## config.mk

```make
export PLATFORM = sky130hd
export DESIGN_NAME = fpdiv_sp_stream_adapter_flat
export DESIGN_NICKNAME = d
export VERILOG_FILES = /design/src/rtl/fpdiv_pkg.sv /design/src/rtl/fpdiv_sp_stream_adapter_if.sv /design/src/rtl/fpdiv_sync_fifo.sv /design/src/rtl/fpdiv_sp_stream_adapter.sv /design/src/flat_wrapper.sv
export SDC_FILE = /design/constraint.sdc
export NUM_CORES = 1
export LEC_CHECK = 0
export ABC_AREA = 1
export CAP_MARGIN = 20
export CORE_ASPECT_RATIO = 0.7
export CORE_MARGIN = 1.5
export CORE_UTILIZATION = 43
export CTS_BUF_LIST = sky130_fd_sc_hd__clkbuf_16
export DETAILED_ROUTE_END_ITERATION = 16
export PLACE_DENSITY = 0.72
export SYNTH_ARGS = -nofsm -noshare
export SYNTH_HDL_FRONTEND = slang
export SYNTH_SLANG_ARGS = --single-unit
```

## constraint.sdc

```tcl
create_clock -name clk -period 3.95 [get_ports clk]
set_clock_uncertainty 0.2 [all_clocks]
set_input_delay 0.79 -clock clk [delete_from_list [all_inputs] [get_ports clk]]
set_output_delay 0.79 -clock clk [all_outputs]
set_load 0.05 [all_outputs]
```

## src/rtl/fpdiv_pkg.sv

```systemverilog
// Shared types and constants for the single-precision FloPoCo divider adapter.
// Defines the 34-bit FloPoCo word layout and its exception-code encoding.
package fpdiv_pkg;

    localparam int FP_SP_W = 34;

    localparam logic [1:0] EXC_ZERO   = 2'b00;
    localparam logic [1:0] EXC_NORMAL = 2'b01;
    localparam logic [1:0] EXC_INF    = 2'b10;
    localparam logic [1:0] EXC_NAN    = 2'b11;

    typedef struct packed {
        logic [1:0]  exc;
        logic        sign;
        logic [7:0]  exp;
        logic [22:0] frac;
    } flopoco_sp_t;

endpackage

```

## src/rtl/fpdiv_sp_stream_adapter_if.sv

```systemverilog
// Handshake and divider-side bundle of the divider stream adapter.
// Ports: operand stream (in_*), result stream (out_*), divider hookup (div_*).
interface fpdiv_sp_stream_adapter_if;
    import fpdiv_pkg::*;

    logic        in_valid;
    logic        in_ready;
    flopoco_sp_t in_x;
    flopoco_sp_t in_y;
    logic        div_ce;
    flopoco_sp_t div_x;
    flopoco_sp_t div_y;
    flopoco_sp_t div_r;
    logic        out_valid;
    logic        out_ready;
    flopoco_sp_t out_r;

    // Environment side: operand producer, result consumer and divider.
    modport master (
        output in_valid, in_x, in_y, out_ready, div_r,
        input  in_ready, out_valid, out_r, div_ce, div_x, div_y
    );

    // Adapter side.
    modport slave (
        input  in_valid, in_x, in_y, out_ready, div_r,
        output in_ready, out_valid, out_r, div_ce, div_x, div_y
    );

endinterface

```

## src/rtl/fpdiv_sync_fifo.sv

```systemverilog
// Synchronous FIFO with wrap-around pointers for any DEPTH >= 1.
// Ports: clk, rst (async high), push/push_data, pop/pop_data, full, empty, count.
module fpdiv_sync_fifo #(
    parameter int WIDTH = 34,
    parameter int DEPTH = 10
) (
    input  logic                         clk,
    input  logic                         rst,
    input  logic                         push,
    input  logic [WIDTH-1:0]             push_data,
    input  logic                         pop,
    output logic [WIDTH-1:0]             pop_data,
    output logic                         full,
    output logic                         empty,
    output logic [$clog2(DEPTH+1)-1:0]   count
);

    localparam int AW = (DEPTH > 1) ? $clog2(DEPTH) : 1;
    localparam int CW = $clog2(DEPTH + 1);

    logic [WIDTH-1:0] mem_q [DEPTH];
    logic [AW-1:0]    wr_ptr_q, wr_ptr_d;
    logic [AW-1:0]    rd_ptr_q, rd_ptr_d;
    logic [CW-1:0]    count_q, count_d;
    logic             do_push, do_pop;

    assign full     = (count_q == CW'(DEPTH));
    assign empty    = (count_q == '0);
    assign count    = count_q;
    assign pop_data = mem_q[rd_ptr_q];

    // A push into a full FIFO is only taken when a pop frees a slot.
    assign do_pop  = pop && !empty;
    assign do_push = push && (!full || do_pop);

    // Explicit wrap so non-power-of-two depths never address past the end.
    function automatic logic [AW-1:0] next_ptr(input logic [AW-1:0] p);
        return (p == AW'(DEPTH - 1)) ? '0 : p + AW'(1);
    endfunction

    always_comb begin
        wr_ptr_d = do_push ? next_ptr(wr_ptr_q) : wr_ptr_q;
        rd_ptr_d = do_pop  ? next_ptr(rd_ptr_q) : rd_ptr_q;
        count_d  = count_q;
        case ({do_push, do_pop})
            2'b10:   count_d = count_q + CW'(1);
            2'b01:   count_d = count_q - CW'(1);
            default: count_d = count_q;
        endcase
    end

    always_ff @(posedge clk or posedge rst) begin
        if (rst) begin
            wr_ptr_q <= '0;
            rd_ptr_q <= '0;
            count_q  <= '0;
        end else begin
            wr_ptr_q <= wr_ptr_d;
            rd_ptr_q <= rd_ptr_d;
            count_q  <= count_d;
        end
    end

    // Storage carries no reset; the count alone defines what is valid.
    always_ff @(posedge clk) begin
        if (do_push) begin
            mem_q[wr_ptr_q] <= push_data;
        end
    end

endmodule

```

## src/rtl/fpdiv_sp_stream_adapter.sv

```systemverilog
// Valid/ready wrapper around a fixed-latency, ce-gated FloPoCo SP divider.
// Ports: clk, rst (async high), io (slave): in_*, out_*, div_* stream/divider signals.
module fpdiv_sp_stream_adapter
    import fpdiv_pkg::*;
#(
    parameter int NUM_STAGES = 8,
    parameter int DEPTH      = 10
) (
    input  logic                       clk,
    input  logic                       rst,
    fpdiv_sp_stream_adapter_if.slave   io
);

    localparam int CW = $clog2(DEPTH + 1);

    logic [NUM_STAGES-1:0] vld_sr_q, vld_sr_d;
    logic [CW-1:0]         credits_q, credits_d;
    logic                  accept, pop, arrival;
    logic                  fifo_full, fifo_empty;
    logic [CW-1:0]         fifo_count;

    // Divider free-runs; operands are forwarded unconditionally and
    // only the valid shift register decides what is a real result.
    assign io.div_ce = !rst;
    assign io.div_x  = io.in_x;
    assign io.div_y  = io.in_y;

    // Ready depends only on registered credits, never on out_ready.
    assign io.in_ready  = !rst && (credits_q != '0);
    assign io.out_valid = !fifo_empty;

    assign accept  = io.in_valid && io.in_ready;
    assign pop     = io.out_valid && io.out_ready;
    assign arrival = vld_sr_q[NUM_STAGES-1];

    always_comb begin
        vld_sr_d  = (vld_sr_q << 1) | NUM_STAGES'(accept);
        credits_d = credits_q;
        case ({accept, pop})
            2'b10:   credits_d = credits_q - CW'(1);
            2'b01:   credits_d = credits_q + CW'(1);
            default: credits_d = credits_q;
        endcase
    end

    always_ff @(posedge clk or posedge rst) begin
        if (rst) begin
            vld_sr_q  <= '0;
            credits_q <= CW'(DEPTH);
        end else begin
            vld_sr_q  <= vld_sr_d;
            credits_q <= credits_d;
        end
    end

    fpdiv_sync_fifo #(
        .WIDTH (FP_SP_W),
        .DEPTH (DEPTH)
    ) u_fifo (
        .clk       (clk),
        .rst       (rst),
        .push      (arrival),
        .push_data (io.div_r),
        .pop       (pop),
        .pop_data  (io.out_r),
        .full      (fifo_full),
        .empty     (fifo_empty),
        .count     (fifo_count)
    );

    // Every credit is either free, in the divider, or parked in the FIFO.
    a_credit_inv : assert property (
        @(posedge clk) disable iff (rst)
        int'(credits_q) + $countones(vld_sr_q) + int'(fifo_count) == DEPTH
    );

    a_no_overflow : assert property (
        @(posedge clk) disable iff (rst)
        !(arrival && fifo_full && !pop)
    );

endmodule
```

## src/flat_wrapper.sv

```systemverilog
// flat-port wrapper written by rule: the top's interface ports become plain ports
module fpdiv_sp_stream_adapter_flat import fpdiv_pkg::*;
#(
    parameter int NUM_STAGES = 8,
    parameter int DEPTH      = 10
)
  (clk, rst, io_in_valid, io_in_x, io_in_y, io_out_ready, io_div_r, io_in_ready, io_out_valid, io_out_r, io_div_ce, io_div_x, io_div_y);
  fpdiv_sp_stream_adapter_if io_i ();
  input  logic clk;
  input  logic rst;
  input wire logic [$bits(io_i.in_valid)-1:0] io_in_valid;
  input wire logic [$bits(io_i.in_x)-1:0] io_in_x;
  input wire logic [$bits(io_i.in_y)-1:0] io_in_y;
  input wire logic [$bits(io_i.out_ready)-1:0] io_out_ready;
  input wire logic [$bits(io_i.div_r)-1:0] io_div_r;
  output wire logic [$bits(io_i.in_ready)-1:0] io_in_ready;
  output wire logic [$bits(io_i.out_valid)-1:0] io_out_valid;
  output wire logic [$bits(io_i.out_r)-1:0] io_out_r;
  output wire logic [$bits(io_i.div_ce)-1:0] io_div_ce;
  output wire logic [$bits(io_i.div_x)-1:0] io_div_x;
  output wire logic [$bits(io_i.div_y)-1:0] io_div_y;
  assign io_i.in_valid = io_in_valid;
  assign io_i.in_x = io_in_x;
  assign io_i.in_y = io_in_y;
  assign io_i.out_ready = io_out_ready;
  assign io_i.div_r = io_div_r;
  assign io_in_ready = io_i.in_ready;
  assign io_out_valid = io_i.out_valid;
  assign io_out_r = io_i.out_r;
  assign io_div_ce = io_i.div_ce;
  assign io_div_x = io_i.div_x;
  assign io_div_y = io_i.div_y;
  fpdiv_sp_stream_adapter #(.NUM_STAGES(NUM_STAGES), .DEPTH(DEPTH)) u_core (.clk(clk), .rst(rst), .io(io_i));
endmodule
```

==> impl_metrics.env <==
export IMPL_syn2layout_area_growth_pct=14.9
export IMPL_timing_critical_path_to_type="output port"
export IMPL_slew_viol_final=0
export IMPL_place_hpwl_mm=19.2
export IMPL_critical_path_slowest_cell="sky130_fd_sc_hd__dfrtp_4"
export IMPL_vias=9449
export IMPL_aggregate_negative_setup_slack_ns=0
export IMPL_drc=0
export IMPL_grt_max_degree=153
export IMPL_insertion_delay_ns=0.52
export IMPL_r2r_start="u_core.u_fifo.count[2]"
export IMPL_first_global_vias=9150
export IMPL_routed_wire_length_per_instance_um=18.9
export IMPL_num_fill_cells=2968
export IMPL_crit_path_time_final_ns=3.71
export IMPL_most_common_library_cell_in_the_layout_ignoring_fill_and_taps="sky130_fd_sc_hd__edfxtp_1"
export IMPL_io_buffer_count=74
export IMPL_ys_types=27
export IMPL_synth_top_cell_area_share_pct=67.1
export IMPL_initial_core_util_pct=43.8
export IMPL_holdCritPathClass="reg2reg"
export IMPL_critical_hold_path_startpoint="u_core.vld_sr_q[3]"
export IMPL_io_pins=211
export IMPL_globalplace_congestion=0.791
export IMPL_setup_violations=0
export IMPL_timing_hold_violations_final=0
export IMPL_synth_area_per_cell_sq_um=12.0
export IMPL_layout_cells_most_common_list="340 x sky130_fd_sc_hd__edfxtp_1, 263 x sky130_fd_sc_hd__nor2_1, 123 x sky130_fd_sc_hd__o21ai_0"
export IMPL_cts_resized_gates=0
export IMPL_tritoncts="built"
export IMPL_vias_per_cell=5.34
export IMPL_rsz0062_at_grt="false"
export IMPL_worstPathArrival_ns=2.72
export IMPL_grtUsageTotal_pct=18.2
export IMPL_die_height_um=160
export IMPL_yosys_warnings=0
export IMPL_htree_levels=2
export IMPL_cts_buffers_inserted=35
export IMPL_finalNetCount=1389
export IMPL_detail_route_antenna_nets=0
export IMPL_rows=57
export IMPL_netlist_top_cell_by_area="sky130_fd_sc_hd__edfxtp_1"
export IMPL_cts_hold_fix_buffers=0
export IMPL_placeableCoreArea_sq_um=34700
export IMPL_insertedDiodeCount=0
export IMPL_initialDrtViolationCount=959
export IMPL_worstSetupStartpointType="flop"
export IMPL_ys_top_cells_by_area="sky130_fd_sc_hd__edfxtp_1 67%, sky130_fd_sc_hd__nor2_1 6.7%, sky130_fd_sc_hd__o21ai_0 4.0%, sky130_fd_sc_hd__dfrtp_1 3.6%, sky130_fd_sc_hd__buf_4 3.6%"
export IMPL_max_slew_margin_rel_pct=48.8
export IMPL_timing_critical_path_cells="inv_4 > buf_4 > nor2_1 > nor2_1 > o21ai_0 > nand3_1 > nand3_1 > nand2_1 > buf_12"
export IMPL_timing_critical_path_fanout_max=30
export IMPL_run_status="finished, final reports clean"
export IMPL_max_vdd_ir_drop_v=0.000598
export IMPL_seq_area_frac_synth_pct=71.1
export IMPL_crit_path_start="u_core.u_fifo.rd_ptr_q[0]"
export IMPL_drv_max_cap_violation_count=0
export IMPL_clock_root_buffer="sky130_fd_sc_hd__clkbuf_16"
export IMPL_grt_antenna_before_repair=0
export IMPL_timing_final_crit_share_pct=94.0
export IMPL_setup_worst_path_class="reg2out"
export IMPL_syn_num_nets=1385
export IMPL_clock_slew_at_the_register_clock_pins_of_the_worst_setup_and_hold_paths_ns=0.06
export IMPL_synth_seq_cells=364
export IMPL_power_density_nw_per_um2=814
export IMPL_finalWirelength_mm=33.5
export IMPL_static_leakage_power_nw=6.20
export IMPL_postCtsSetupRepairBufs=0
export IMPL_worst_slew_pin_slew_ns=0.768
export IMPL_final_critical_path_setup_slack_ns=0.238
export IMPL_dp_slack_ns=0.722
export IMPL_dieArea_sq_um=36500
export IMPL_fp_dieW_um=228
export IMPL_max_stage_delay_ns=0.60
export IMPL_netlist_instances=1272
export IMPL_total_power_mw=14.2
export IMPL_cts_buffer_depth=3
export IMPL_clock_sinks=364
export IMPL_critPathRequiredTime_ns=2.96
export IMPL_fmax_mhz=269
export IMPL_overflow=0
export IMPL_grt_first_pass_wirelength_mm=52.0
export IMPL_syn_area_sq_um=15200
export IMPL_dr_pass1_iters=5
export IMPL_final_layout_size_suffix_gt1_share_pct=11.8
## flip-flops by register name, indices dropped and copies added, names as in the netlist
signal                  flops
u_core.vld_sr_q             8
u_core.u_fifo.mem_q       340
u_core.credits_q            4
u_core.u_fifo.count         4
u_core.u_fifo.wr_ptr_q      4
u_core.u_fifo.rd_ptr_q      4
## synthesized netlist by cell type
master,number
sky130_fd_sc_hd__inv_1,57
sky130_fd_sc_hd__inv_2,4
sky130_fd_sc_hd__nand4_1,4
sky130_fd_sc_hd__dfstp_2,2
sky130_fd_sc_hd__buf_2,24
sky130_fd_sc_hd__buf_4,72
sky130_fd_sc_hd__buf_1,10
sky130_fd_sc_hd__xor2_1,3
sky130_fd_sc_hd__nor2_1,271
sky130_fd_sc_hd__ha_1,6
sky130_fd_sc_hd__o211ai_1,27
sky130_fd_sc_hd__buf_6,4
sky130_fd_sc_hd__o21ai_0,123
sky130_fd_sc_hd__nand3_1,108
sky130_fd_sc_hd__a31oi_1,1
sky130_fd_sc_hd__nand2_1,94
sky130_fd_sc_hd__buf_8,2
sky130_fd_sc_hd__nor3_1,2
sky130_fd_sc_hd__xnor2_1,6
sky130_fd_sc_hd__clkbuf_1,23
sky130_fd_sc_hd__dfrtp_1,22
sky130_fd_sc_hd__edfxtp_1,340
sky130_fd_sc_hd__a21oi_1,8
sky130_fd_sc_hd__o21ai_1,30
sky130_fd_sc_hd__nor2_2,27
sky130_fd_sc_hd__fa_1,1
sky130_fd_sc_hd__a21boi_1,1
## layout make-up
class,count,area (sq um),area share (%)
flip-flops and latches,364,10800,61.9
multi-input cells,712,3380,19.3
repair buffers,102,1390,7.94
clock buffers,37,926,5.30
well taps,472,591,3.38
inverters,61,231,1.32
clock inverters,23,151,0.866
## through the flow
step / instance area, sq um / hold WS [ns] / std cells / util, %
2_1_floorplan: 15200 / 0.131 / 1272 / -
3_3_place_gp: 16400 / 0.132 / 1711 / 47.2
3_5_place_dp: 16400 / 0.135 / 1711 / 47.2
4_1_cts: 17500 / 0.149 / 1771 / 50.3
6_report: 17500 / 0.148 / 1771 / 50.3
5_1_grt: 17500 / 0.154 / 1771 / 50.3
## final timing paths
kind                                               to  slack, ns  depth (start not counted)
max in group asynchronous         u_core.credits_q[3]       2.81                          3
max reg2reg                u_core.u_fifo.mem_q[4][20]       1.57                          7
max                                       io_out_r[5]       0.24                          9
min in group asynchronous      u_core.u_fifo.count[1]       0.45                          3
min reg2reg                        u_core.vld_sr_q[4]       0.15                          0
min                                u_core.vld_sr_q[4]       0.15                          0
## worst max-delay path: cells and delay by family, from the launching register on
kind                   cells  cell delay (ns)
flip-flops                 1             0.60
AND/OR/NAND/NOR            5             0.57
AO/OA/AOI/OAI              1             0.13
buffers and inverters      3             0.87
## layer usage
metal,vias to the layer above,track usage (%),routed length (um),share of wire (%)
met5,-,0.521,0,0
met4,0,6.91,1020,3.1
met3,104,3.94,2760,8.2
met2,447,27.9,15300,45
met1,4541,25.4,14500,43
li1,4357,-,-,-
## power by group
group,internal (mW),switching [mW]
registers,4.54,0.163
logic,2.36,3.99
clock network,1.82,1.37
total,8.71,5.52
## cell families (layout without fill, tap and decap cells)
kind of cell	Yosys count	in the layout	synth area share (%)
AND/OR/NAND/NOR	506	506	13.9
flip-flops	364	364	71.1
buffers and inverters	196	223	7.16
AO/OA/AOI/OAI	190	190	6.72
XOR/XNOR	9	9	0.518
adder cells (fa/ha/maj)	7	7	0.625
No activity file was read; power rests on OpenSTA's default activity.
